<file path="src/rtl/mem_req_arbiter_pkg.sv">
// Shared types, AXI constants and write-strobe helper for mem_req_arbiter.
package mem_arb_pkg;

  typedef enum logic [2:0] {IDLE, AR, R, AW, W, B} arb_state_e;

  localparam logic [2:0] AXI_SIZE_WORD = 3'b010;
  localparam logic [1:0] AXI_BURST_INC = 2'b01;
  localparam logic [3:0] AXI_LEN_ONE   = 4'd0;

  // Cache access type codes, same encoding as the cache-side definitions.
  localparam logic [2:0] CACHE_BYTE  = 3'b000;
  localparam logic [2:0] CACHE_HWORD = 3'b001;
  localparam logic [2:0] CACHE_WORD  = 3'b010;

  function automatic logic [3:0] strb_gen(input logic [2:0] req_type, input logic [1:0] addr_lo);
    case (req_type)
      CACHE_BYTE:  strb_gen = 4'b0001 << addr_lo;
      CACHE_HWORD: strb_gen = 4'b0011 << {addr_lo[1], 1'b0};
      default:     strb_gen = 4'b1111;
    endcase
  endfunction

endpackage

</file>
<file path="src/rtl/mem_req_arbiter_arb2.sv">
// Two-input grant selection for mem_req_arbiter.
// MEM_ARB_RR_EN selects round-robin on collisions; otherwise r1 always wins.
module arb2 (
`ifdef MEM_ARB_RR_EN
  input  logic       clk,
  input  logic       rst,
  input  logic       upd,
  input  logic       upd_grant,
`endif
  input  logic [1:0] req,
  output logic       win
);

`ifdef MEM_ARB_RR_EN
  logic last_grant;

  always_ff @(posedge clk or negedge rst) begin
    if (!rst)
      last_grant <= 1'b1;
    else if (upd)
      last_grant <= upd_grant;
  end

  assign win = (req == 2'b11) ? ~last_grant : req[1];
`else
  assign win = req[1];
`endif

endmodule

</file>
<file path="src/rtl/mem_req_arbiter.sv">
// Shares one single-beat AXI master between the instruction (r0) and data (r1) cache miss ports.
// Build option: MEM_ARB_RR_EN enables round-robin arbitration instead of fixed r1 priority.
module mem_req_arbiter
  import mem_arb_pkg::*;
#(
  parameter int ADDR_W = 32,
  parameter int DATA_W = 32,
  parameter int ID_W   = 4
) (
  input  logic              clk,
  input  logic              rst,
  input  logic              r0_req,
  input  logic [ADDR_W-1:0] r0_addr,
  input  logic              r0_write,
  input  logic [DATA_W-1:0] r0_in,
  input  logic [2:0]        r0_type,
  output logic [DATA_W-1:0] r0_out,
  output logic              r0_wait,
  input  logic              r1_req,
  input  logic [ADDR_W-1:0] r1_addr,
  input  logic              r1_write,
  input  logic [DATA_W-1:0] r1_in,
  input  logic [2:0]        r1_type,
  output logic [DATA_W-1:0] r1_out,
  output logic              r1_wait,
  output logic [ID_W-1:0]   ARID,
  output logic [ADDR_W-1:0] ARADDR,
  output logic [3:0]        ARLEN,
  output logic [2:0]        ARSIZE,
  output logic [1:0]        ARBURST,
  output logic              ARVALID,
  input  logic              ARREADY,
  input  logic [ID_W-1:0]   RID,
  input  logic [DATA_W-1:0] RDATA,
  input  logic [1:0]        RRESP,
  input  logic              RLAST,
  input  logic              RVALID,
  output logic              RREADY,
  output logic [ID_W-1:0]   AWID,
  output logic [ADDR_W-1:0] AWADDR,
  output logic [3:0]        AWLEN,
  output logic [2:0]        AWSIZE,
  output logic [1:0]        AWBURST,
  output logic              AWVALID,
  input  logic              AWREADY,
  output logic [DATA_W-1:0] WDATA,
  output logic [3:0]        WSTRB,
  output logic              WLAST,
  output logic              WVALID,
  input  logic              WREADY,
  input  logic [ID_W-1:0]   BID,
  input  logic [1:0]        BRESP,
  input  logic              BVALID,
  output logic              BREADY,
  output logic              err
);

  arb_state_e        state;
  logic              grant;
  logic [ADDR_W-1:0] addr_q;
  logic [DATA_W-1:0] wdata_q;
  logic [3:0]        wstrb_q;
  logic              arvalid_q, rready_q, awvalid_q, wvalid_q, bready_q;

  logic              win;
  logic              sel_write;
  logic [ADDR_W-1:0] sel_addr;
  logic [2:0]        sel_type;
  logic              done;
  logic              unused_axi;

`ifdef MEM_ARB_RR_EN
  arb2 u_arb2 (
    .clk       (clk),
    .rst       (rst),
    .upd       (done),
    .upd_grant (grant),
    .req       ({r1_req, r0_req}),
    .win       (win)
  );
`else
  arb2 u_arb2 (
    .req (({r1_req, r0_req})),
    .win (win)
  );
`endif

  assign sel_write = win ? r1_write : r0_write;
  assign sel_addr  = win ? r1_addr  : r0_addr;
  assign sel_type  = win ? r1_type  : r0_type;

  always_ff @(posedge clk or negedge rst) begin
    if (!rst) begin
      state     <= IDLE;
      grant     <= 1'b0;
      addr_q    <= '0;
      wdata_q   <= '0;
      wstrb_q   <= '0;
      arvalid_q <= 1'b0;
      rready_q  <= 1'b0;
      awvalid_q <= 1'b0;
      wvalid_q  <= 1'b0;
      bready_q  <= 1'b0;
    end else begin
      case (state)
        IDLE: begin
          if (r0_req | r1_req) begin
            grant   <= win;
            addr_q  <= sel_addr;
            wdata_q <= win ? r1_in : r0_in;
            wstrb_q <= sel_write ? strb_gen(sel_type, sel_addr[1:0]) : 4'b0000;
            if (sel_write) begin
              state     <= AW;
              awvalid_q <= 1'b1;
            end else begin
              state     <= AR;
              arvalid_q <= 1'b1;
            end
          end
        end
        AR: if (ARREADY) begin
          arvalid_q <= 1'b0;
          rready_q  <= 1'b1;
          state     <= R;
        end
        R: if (RVALID) begin
          rready_q <= 1'b0;
          state    <= IDLE;
        end
        AW: if (AWREADY) begin
          awvalid_q <= 1'b0;
          wvalid_q  <= 1'b1;
          state     <= W;
        end
        W: if (WREADY) begin
          wvalid_q <= 1'b0;
          bready_q <= 1'b1;
          state    <= B;
        end
        B: if (BVALID) begin
          bready_q <= 1'b0;
          state    <= IDLE;
        end
        default: state <= IDLE;
      endcase
    end
  end

  // Response IDs are not checked: the response always belongs to the current grant.
  assign done = (rready_q & RVALID) | (bready_q & BVALID);
  assign err  = (rready_q & RVALID & RRESP[1]) | (bready_q & BVALID & BRESP[1]);

  assign r0_wait = r0_req & ~(~grant & done);
  assign r1_wait = r1_req & ~(grant & done);
  assign r0_out  = (~grant & done) ? RDATA : '0;
  assign r1_out  = (grant & done) ? RDATA : '0;

  assign ARID    = ID_W'(grant);
  assign ARADDR  = addr_q;
  assign ARLEN   = AXI_LEN_ONE;
  assign ARSIZE  = AXI_SIZE_WORD;
  assign ARBURST = AXI_BURST_INC;
  assign ARVALID = arvalid_q;
  assign RREADY  = rready_q;

  assign AWID    = ID_W'(grant);
  assign AWADDR  = addr_q;
  assign AWLEN   = AXI_LEN_ONE;
  assign AWSIZE  = AXI_SIZE_WORD;
  assign AWBURST = AXI_BURST_INC;
  assign AWVALID = awvalid_q;
  assign WDATA   = wdata_q;
  assign WSTRB   = wstrb_q;
  assign WLAST   = wvalid_q;
  assign WVALID  = wvalid_q;
  assign BREADY  = bready_q;

  assign unused_axi = ^{RID, BID, RLAST, RRESP[0], BRESP[0]};

endmodule
</file>
<file path="config.mk">
export PLATFORM = sky130hd
export DESIGN_NAME = mem_req_arbiter
export DESIGN_NICKNAME = d
export VERILOG_FILES = /design/src/rtl/mem_req_arbiter_pkg.sv /design/src/rtl/mem_req_arbiter_arb2.sv /design/src/rtl/mem_req_arbiter.sv
export SDC_FILE = /design/constraint.sdc
export NUM_CORES = 1
export LEC_CHECK = 0
export BUFFER_PORTS_ARGS = -buffer_cell sky130_fd_sc_hd__buf_2
export CORE_AREA = 10 10 144 146
export DETAILED_ROUTE_END_ITERATION = 10
export DIE_AREA = 0 0 154 156
export PLACE_DENSITY = 0.63
export SYNTH_ARGS = -nofsm -noshare
export SYNTH_HDL_FRONTEND = slang
export SYNTH_HIERARCHICAL = 1
export SYNTH_SLANG_ARGS = --single-unit
</file>
<file path="constraint.sdc">
create_clock -name clk -period 1.8 [get_ports clk]
set_input_delay 0.09 -clock clk [delete_from_list [all_inputs] [get_ports clk]]
set_output_delay 0.09 -clock clk [all_outputs]
set_load 0.05 [all_outputs]
</file>
==> results of run 1 <==
[logic make-up after synthesis]
logic type / synth area share, %
mux: 14.72
buf+inv: 13.60
flops: 42.21
compound gates: 11.49
other cells: 0.1645
simple gates: 17.82
[state kept, by name, indices dropped and copies added, names as in the netlist]
signal	cells
grant	1
ARVALID	1
AWVALID	1
RREADY	1
BREADY	1
WDATA	32
state	3
WSTRB	4
ARADDR	32
WLAST	1
[where the power goes]
part	switching, mW	internal [mW]	leakage, nW	total (mW)
registers	0.539	2.58	0.942	3.12
clock network	0.760	0.944	0.122	1.70
logic	7.39	2.36	2.73	9.75
total	8.69	5.88	3.80	14.6
[cell usage in the layout (no fill, tap or decap), types with 5 or more instances in the layout]
cell / count
clkbuf_16: 9
dfrtp_1: 76
nand2_1: 74
clkbuf_4: 5
o21ai_0: 67
buf_4: 17
buf_6: 55
and2_2: 60
buf_2: 285
nor2b_1: 5
a21oi_1: 6
nor2_1: 9
conb_1: 24
mux2i_1: 66
and2_1: 5
[how the worst min path moves through the flow]
stage | start | to | slack [ns] | depth (start not counted)
2_1_floorplan | rst | ARADDR[0]$_DFFE_PN0P_ | -0.21 | 0
3_3_place_gp | rst | ARADDR[23]$_DFFE_PN0P_ | 0.03 | 1
3_5_place_dp | rst | ARADDR[23]$_DFFE_PN0P_ | 0.03 | 1
4_1_cts | r0_in[16] | WDATA[16]$_DFFE_PN0P_ | 0.02 | 3
5_1_grt | r0_in[23] | WDATA[23]$_DFFE_PN0P_ | 0.03 | 3
6_report | r0_in[16] | WDATA[16]$_DFFE_PN0P_ | 0.03 | 3
[cells in the mapped netlist]
library cell / count
a21oi_1: 6
buf_1: 5
nor3b_1: 1
o22ai_1: 1
nor2_1: 9
conb_1: 2
a2111oi_1: 2
inv_1: 3
nor4_1: 1
o21ai_0: 67
dfrtp_1: 77
o311ai_0: 1
a31oi_1: 4
nor2b_1: 5
a211oi_1: 1
nand3_1: 3
nor3_1: 2
buf_6: 4
nand2b_1: 1
nand3b_1: 1
or4_4: 1
buf_4: 61
mux2i_1: 66
a22oi_1: 1
a2111oi_4: 1
buf_2: 1
o31ai_1: 1
and2_1: 65
o22a_1: 1
nand2_1: 74
clkbuf_1: 22
mux2_2: 1
a221o_1: 4
[stage by stage]
| step | util [%] | hold slack (ns) | worst slack (ns) | cells | area, um^2 |
|---|---|---|---|---|---|
| after floorplan | - | -0.2056 | -0.01488 | 517 | 4722 |
| after global placement | 35.40 | 0.03409 | 0.06922 | 1018 | 6316 |
| after detailed placement | 35.40 | 0.03326 | 0.02656 | 1018 | 6316 |
| after CTS | 37.18 | 0.02243 | 0.0005216 | 1036 | 6634 |
| after global routing | 39.25 | 0.03335 | -0.02026 | 1037 | 7003 |
| final | 39.28 | 0.03242 | 0.06819 | 1039 | 7008 |
[repair_timing]
action	4_1_cts	5_1_grt
buffers inserted	0	1
hold buffers	2	0
cloned	0	0
endpoints found under the hold margin	27	0
pin swaps	0	1
gates resized for setup	6	173
setup endpoints to repair	67	106
[worst register-to-register path, cell delays in order, from the launching register on]
cell     delay [ns]
dfrtp_1        0.37
or4_4          0.65
buf_6          0.26
nand2_1        0.17
o21ai_0        0.09
[area by class of cell]
class | count | area, um^2
clock inverters | 6 | 47.55
well taps | 229 | 286.5
flip-flops and latches | 77 | 1928
diodes | 2 | 5.005
fillers | 1810 | 10830
inverters | 3 | 11.26
clock buffers | 10 | 229.0
repair buffers | 368 | 2311
multi-input cells | 344 | 2190
[routing by layer]
layer  share of wire (%)  GRT usage [%]  up-vias  wire (um)
li1                    -              -     2199          -
met1                  38          15.39     2003       6798
met2                  52          22.92      193       9203
met3                 8.9          5.542       13       1581
met4                 1.1          3.509        0        202
met5                   0              0        -          0
==> results.json, run 1 <==
{
  "area_growth_pct": 53.54,
  "crit_chain": "a22oi_2 > nor2b_1 > buf_6 > and2_2 > buf_12",
  "antenna_found_initial": 2,
  "fin_crit_sh_pct": 96.21,
  "clk_path_buf_depth": 2,
  "core_mm2": 0.01784,
  "drc": 0,
  "synthTopCellsByArea": "dfrtp_1 (42%), mux2i_1 (14%), buf_4 (10%), and2_1 (8.9%), o21ai_0 (7.3%)",
  "yosys_register_bits": 77,
  "critical_path.endpoint": "r1_out[14]",
  "grt_pass1_vias": 4661,
  "layout.nets": 993,
  "clock-sinks": 77,
  "grt_max_degree": 72,
  "clk_latency_ns": 0.34,
  "antenna_left": 0,
  "synth_area_leader_cell": "dfrtp_1",
  "wl_um": 17790,
  "holdCritPathClass": "in -> reg",
  "critPathKind": "reg -> out",
  "yosysWarnings": 6,
  "dr.pass1.iters": 5,
  "cp.buffers_inverters": 2,
  "r2r-end": "WDATA[27]$_DFFE_PN0P_",
  "cap_violations": 0,
  "wl_per_cell_um": 17.12,
  "yosysUniqueCellTypes": 33,
  "dpl.hpwl_um": 14390,
  "vias": 4408,
  "regToRegSetupSlack_ns": 0.13,
  "worstPathRequired_ns": 1.71,
  "worstMarginPinSlew_ns": 0.5913,
  "hold_violations": 0,
  "syn_avg_cell_area_um2": 9.221,
  "crit_fanout": 33,
  "synth_sequential_area_ratio_pct": 42.21,
  "max_stage_delay_ns": 0.42,
  "drive_gt1_share_pct": 55.45,
  "fmaxAchievable_ghz": 0.5774,
  "gp_congestion": 0.8181,
  "worstSetupStartpointType": "register",
  "cts_tree": "yes",
  "root_buffer": "clkbuf_16",
  "viasPerCell": 4.243,
  "ir_worst_vdd_uv": 1139,
  "chipWidth_um": 154,
  "arrival_ns": 1.64,
  "start_util_pct": 25.58,
  "grt_pass1_wl_um": 26290,
  "clk_pin_slew_worst_paths_ns": 0.07,
  "cts_buffers": 9,
  "htreeDepth": 3,
  "setup_violations": 0,
  "cp_slowest_cell": "dfrtp_1",
  "outcome": "finished clean",
  "max_slew_margin_pct": 59.45,
  "fin_crit_ns": 1.732,
  "worst-path-stages": 5,
  "power_mw": 14.57,
  "rows": 49,
  "leakagePower_nw": 3.798,
  "gr-total-overflow": 0,
  "p_per_area_mw_per_mm2": 2079,
  "r2r.worst_path.cells": 4,
  "endpoint_kind": "output port",
  "r2r_start": "state[2]$_DFFE_PN0P_",
  "io_pins": 389,
  "startpoint": "RREADY$_DFFE_PN0P_",
  "die_area_mm2": 0.02402,
  "grt_usage_pct": 13.50,
  "synth_top_cell_area_share_pct": 42.21,
  "syn_area_mm2": 0.004564,
  "die_h_um": 156,
  "rsz0062_at_grt": "true",
  "skew_ns": 0.008544,
  "synth_cells": 495,
  "final_max_slew_viol_count": 0,
  "critPathTopFamily": "flip-flops",
  "setup_tns_ns": 0,
  "io_buffers": 353,
  "drtIter0Drc": 243
}
Note: power is estimated with default switching activity, not from simulation.
==> inputs of run 2 (changes only) <==
--- a/config.mk
+++ b/config.mk
@@ -6,10 +6,13 @@
 export NUM_CORES = 1
 export LEC_CHECK = 0
 export BUFFER_PORTS_ARGS = -buffer_cell sky130_fd_sc_hd__buf_2
-export CORE_AREA = 10 10 144 146
+export CELL_PAD_IN_SITES_DETAIL_PLACEMENT = 1
+export CELL_PAD_IN_SITES_GLOBAL_PLACEMENT = 1
+export CORE_ASPECT_RATIO = 1.75
+export CORE_MARGIN = 10
+export CORE_UTILIZATION = 24
 export DETAILED_ROUTE_END_ITERATION = 10
-export DIE_AREA = 0 0 154 156
-export PLACE_DENSITY = 0.63
+export PLACE_DENSITY = 0.82
 export SYNTH_ARGS = -nofsm -noshare
 export SYNTH_HDL_FRONTEND = slang
 export SYNTH_HIERARCHICAL = 1
==> results.json, run 2 (synthesis gave the netlist of run 1 again) <==
{
  "outcome": "finished clean",
  "area_growth_pct": 50.77,
  "vias": 4596,
  "dr.pass1.iters": 4,
  "layout_commonest_cell": "buf_2",
  "grt_usage_pct": 14.44,
  "io_pins": 389,
  "htreeDepth": 3,
  "hold_violations": 0,
  "io_buffers": 353,
  "root_buffer": "clkbuf_16",
  "p_sw_mw": 8.738,
  "drc": 0,
  "wl_per_cell_um": 18.36,
  "ir_worst_vdd_uv": 893.8,
  "top_layer": "met4",
  "route.met2.wl_um": 10380,
  "drt-met1-wl_um": 6642,
  "pwr-share-clk_pct": 13.6,
  "dpl.hpwl_um": 16210,
  "fin_crit_ns": 1.739,
  "worstPathRequired_ns": 1.71,
  "cap_violations": 0,
  "start_util_pct": 24.46,
  "skew_ns": 0.009622,
  "drive_gt1_share_pct": 55.93,
  "clk_pin_slew_worst_paths_ns": 0.06,
  "power_frac_comb_pct": 65.4,
  "drtIter0Drc": 192,
  "critPathKind": "reg -> out",
  "die_h_um": 202.4,
  "layout.nets": 995,
  "wl_um": 19240,
  "cts_tree": "yes",
  "setup_violations": 0,
  "chipWidth_um": 124.2,
  "clk_latency_ns": 0.33,
  "final_max_slew_viol_count": 0,
  "p_seq_share_pct": 21.0,
  "worstSetupStartpointType": "register",
  "arrival_ns": 1.65,
  "finalNonFillerCells": 1048,
  "grt_max_degree": 67,
  "wl_met3_um": 1877,
  "dpl_cell_area_mm2": 0.006355,
  "fin_crit_sh_pct": 96.60,
  "gr-total-overflow": 0,
  "clk_path_buf_depth": 2,
  "stdcell_area_mm2": 0.006882,
  "antenna_left": 0,
  "grt_pass1_vias": 5280,
  "clock-sinks": 77,
  "p_per_area_mw_per_mm2": 2153,
  "cp_slowest_cell": "dfrtp_1",
  "fillers": 2302,
  "cts_buffers": 9,
  "die_area_mm2": 0.02515,
  "max_stage_delay_ns": 0.43,
  "viasPerCell": 4.385,
  "mostFrequentLayoutCells": "buf_2 (300), dfrtp_1 (77), nand2_1 (74)",
  "grt_pass1_wl_um": 29250,
  "core_mm2": 0.01866,
  "crit_chain": "a22oi_2 > nor2_2 > buf_12 > and2_2 > buf_2",
  "endpoint_kind": "output port",
  "fmaxAchievable_ghz": 0.5751,
  "worstMarginPinSlew_ns": 0.6158,
  "max_slew_margin_pct": 58.95,
  "p_int_mw": 6.078,
  "antenna_found_initial": 0,
  "antennaDiodeCount": 0,
  "rows": 66,
  "crit_fanout": 33,
  "fin_ws_ns": 0.06114,
  "post-place-ws_ns": -0.1456,
  "p_sw_share_pct": 58.97,
  "dp.cells": 1031,
  "gp_congestion": 0.7994,
  "holdCritPathClass": "in -> reg",
  "leakagePower_nw": 3.807
}
## run 2: metal layers
metal	global-route usage [%]	up-vias
li1	-	2200
met1	13.40	2128
met2	27.48	250
met3	6.157	18
met4	4.553	0
met5	0	-
## run 2: worst paths after layout
path                                  startpoint                    end  slack [ns]  depth (start not counted)
hold reg to reg            WDATA[29]$_DFFE_PN0P_  WDATA[29]$_DFFE_PN0P_        0.47                          2
setup / recovery              RREADY$_DFFE_PN0P_              r0_out[6]        0.06                          5
min in group asynchronous                    rst  WDATA[20]$_DFFE_PN0P_        0.26                          2
hold / removal                           ARREADY    ARVALID$_DFFE_PN0P_        0.02                          2
max in group asynchronous                    rst  ARADDR[0]$_DFFE_PN0P_        0.92                          3
setup reg to reg            state[2]$_DFFE_PN0P_   WSTRB[2]$_DFFE_PN0P_        0.09                          4
## run 2: cell type report
cell class	count	area [um^2]	share of cell area [%]
Clock inverter	6	93.84	1.364
Sequential cell	77	1927	28.00
Tap cell	238	297.8	4.327
Multi-Input combinational cell	344	2207	32.07
Timing Repair Buffer	370	2106	30.60
Inverter	3	11.26	0.1636
Clock buffer	10	239.0	3.473
## run 2: repair_timing
| item | CTS | global route |
|---|---|---|
| endpoints found under the hold margin | 31 | 0 |
| setup endpoints to repair | 52 | 96 |
| buffers inserted | 0 | 0 |
| hold buffers | 1 | 0 |
| gates resized for setup | 38 | 39 |
## run 2: per-stage QoR
stage	utilization [%]	total power, mW	hold slack (ns)	setup TNS [ns]
floorplan	-	10.78	-0.2056	-0.02976
finish	36.87	14.82	0.02360	0
global placement	34.05	12.57	0.05415	-0.1155
detailed placement	34.05	12.78	0.06176	-0.3094
CTS	36.44	14.96	0.003653	0
global route	36.87	15.66	0.02841	-0.02596
## run 2: worst max-delay path, delay by kind of cell, from the launching register on
kind | cells | cell delay [ns]
AND/OR/NAND/NOR | 2 | 0.27
buffers and inverters | 2 | 0.37
flip-flops | 1 | 0.43
AO/OA/AOI/OAI | 1 | 0.23
## run 2: power groups by stage
stage | sequential [mW] | clock [mW] | combinational, mW
after detailed placement | 3.15 | 0 | 9.63
after global placement | 3.11 | 0 | 9.46
after CTS | 3.12 | 2.09 | 9.75
final | 3.11 | 2.02 | 9.69
after floorplan | 5.79 | 0 | 4.99
after global routing | 3.24 | 2.16 | 10.3
==> inputs of run 3 (changes only) <==
--- a/config.mk
+++ b/config.mk
@@ -10,9 +10,9 @@
 export CELL_PAD_IN_SITES_GLOBAL_PLACEMENT = 1
 export CORE_ASPECT_RATIO = 1.75
 export CORE_MARGIN = 10
-export CORE_UTILIZATION = 24
+export CORE_UTILIZATION = 26
 export DETAILED_ROUTE_END_ITERATION = 10
-export PLACE_DENSITY = 0.82
+export PLACE_DENSITY = 0.84
 export SYNTH_ARGS = -nofsm -noshare
 export SYNTH_HDL_FRONTEND = slang
 export SYNTH_HIERARCHICAL = 1
==> constraint.sdc (replaced) <==
create_clock -name clk -period 1.7 [get_ports clk]
set_input_delay 0.085 -clock clk [delete_from_list [all_inputs] [get_ports clk]]
set_output_delay 0.085 -clock clk [all_outputs]
set_load 0.05 [all_outputs]
==> results.json, run 3 (synthesis gave the netlist of run 1 again) <==
{
  "critPathKind": "reg -> reg",
  "drc": 0,
  "fmaxAchievable_ghz": 0.5810,
  "ir_worst_vdd_uv": 1180,
  "drive_gt1_share_pct": 57.37,
  "start_util_pct": 26.27,
  "area_growth_pct": 64.64,
  "cap_violations": 0,
  "finalNonFillerCells": 1056,
  "rsz0062_at_grt": "true",
  "max_stage_delay_ns": 0.60,
  "top_layer": "met5",
  "worst-path-stages": 5,
  "crit_fanout": 6,
  "cp_common_cell": "buf_4",
  "antenna_found_initial": 5,
  "endpoint_kind": "register",
  "gp_congestion": 0.7814,
  "drtIter0Drc": 170,
  "cp_slowest_cell": "or4_4",
  "antenna_left": 0,
  "die_area_mm2": 0.02346,
  "setup_tns_ns": -0.1049,
  "viasPerCell": 4.478,
  "p_per_area_mw_per_mm2": 2222,
  "die_h_um": 195.3,
  "clk_latency_ns": 0.33,
  "r2r-end": "WSTRB[3]$_DFFE_PN0P_",
  "grt_max_degree": 67,
  "gr-total-overflow": 0,
  "wl_um": 21900,
  "worstMarginPinSlew_ns": 0.5069,
  "outcome": "complete, but fails checks",
  "hold_violations": 0,
  "mostFrequentLayoutCells": "buf_2 (285), dfrtp_1 (74), nand2_1 (74)",
  "clk_pin_slew_worst_paths_ns": 0.06,
  "max_slew_margin_pct": 66.21,
  "route.met2.wl_um": 12170,
  "r2r_start": "state[2]$_DFFE_PN0P_",
  "cp.buffers_inverters": 2,
  "fin_hold_ws_ns": 0.03199,
  "clock-sinks": 77,
  "dpl_cell_area_mm2": 0.006400,
  "io_pins": 389,
  "wl_met3_um": 1880,
  "layout.nets": 1006,
  "io_buffers": 353,
  "startpoint": "state[2]$_DFFE_PN0P_",
  "wl_per_cell_um": 20.74,
  "setup_violations": 10,
  "cts_buffers": 9,
  "crit_chain": "or4_4 > buf_4 > a2111oi_4 > buf_4 > a221o_1",
  "leakagePower_nw": 4.020,
  "skew_ns": 0.006174,
  "fin_crit_sh_pct": 101.2,
  "r2r.worst_path.cells": 5,
  "worstPathRequired_ns": 1.96,
  "dp.cells": 1027,
  "chipWidth_um": 120.2,
  "failed_checks": "setup timing",
  "root_buffer": "clkbuf_16",
  "dr.pass1.iters": 4,
  "stdcell_area_mm2": 0.007515,
  "final_max_slew_viol_count": 0,
  "core_mm2": 0.01738,
  "grt_pass1_vias": 5402,
  "rows": 64,
  "htreeDepth": 3,
  "critical_path.endpoint": "WSTRB[3]$_DFFE_PN0P_",
  "post-place-ws_ns": -0.03337,
  "layout_commonest_cell": "buf_2",
  "fin_ws_ns": -0.02108,
  "clk_path_buf_depth": 2,
  "cts_tree": "yes",
  "regToRegSetupSlack_ns": -0.02,
  "fin_crit_ns": 1.721,
  "vias": 4729,
  "drt-met1-wl_um": 7129,
  "arrival_ns": 1.98,
  "worstSetupStartpointType": "register",
  "critPathTopFamily": "simple AND/OR/NAND/NOR gates",
  "grt_usage_pct": 16.89,
  "dpl.hpwl_um": 16850,
  "grt_pass1_wl_um": 31080,
  "holdCritPathClass": "in -> reg"
}
[run 3: cell count changes in the layout (fill, tap and decap cells not counted), sizes merged]
cell,delta
dlygate4sd3,+1
diode,+4
clkbuf,+1
buf,+9
[run 3: layout make-up]
class                      instances  area, um^2
clock inverter                     6       96.34
antenna                            4       10.01
clock buffer                      10       229.0
sequential                        77        1931
multi-input combinational        344        2271
inverter                           3       11.26
timing repair buffer             381        2678
fill                            2076        9862
tap                              231       289.0
[run 3: through the flow]
step | utilization (%) | total power, mW
after global placement | 36.83 | 13.42
after detailed placement | 36.83 | 13.67
final | 43.25 | 16.70
after CTS | 41.22 | 16.28
after floorplan | - | 11.42
after global routing | 43.25 | 17.59
[run 3: layer usage]
metal  track usage, %  vias to the layer above
li1                 -                     2223
met1            15.29                     2244
met2            31.73                      220
met3            6.875                       40
met4            7.406                        2
met5                0                        -
[run 3: repair_timing]
item | 4_1_cts | 5_1_grt
resized for setup | 129 | 98
hold buffers | 2 | 0
gates cloned | 0 | 4
setup endpoints to repair | 69 | 132
setup buffers | 2 | 1
endpoints found under the hold margin | 36 | 0
pin swaps | 2 | 35
[run 3: how the worst min path moves through the flow]
stage / start / end / slack, ns / depth (start not counted)
after floorplan: rst / ARADDR[0]$_DFFE_PN0P_ / -0.21 / 0
after global placement: rst / WDATA[19]$_DFFE_PN0P_ / 0.1 / 1
after detailed placement: rst / WDATA[16]$_DFFE_PN0P_ / 0.09 / 1
after CTS: r0_addr[30] / ARADDR[30]$_DFFE_PN0P_ / 0.03 / 3
after global routing: r0_in[5] / WDATA[5]$_DFFE_PN0P_ / 0.03 / 3
final: r1_addr[13] / ARADDR[13]$_DFFE_PN0P_ / 0.03 / 3
[run 3: where the power goes]
group | total, mW | switching (mW) | internal [mW]
registers | 3.33 | 0.596 | 2.73
clock network | 2.10 | 0.801 | 1.30
logic | 11.3 | 8.20 | 3.06
total | 16.7 | 9.60 | 7.10
[run 3: worst min-delay path, cell delays in order]
cell,delay [ns]
buf_2,0.08
mux2i_1,0.05
o21ai_1,0.11
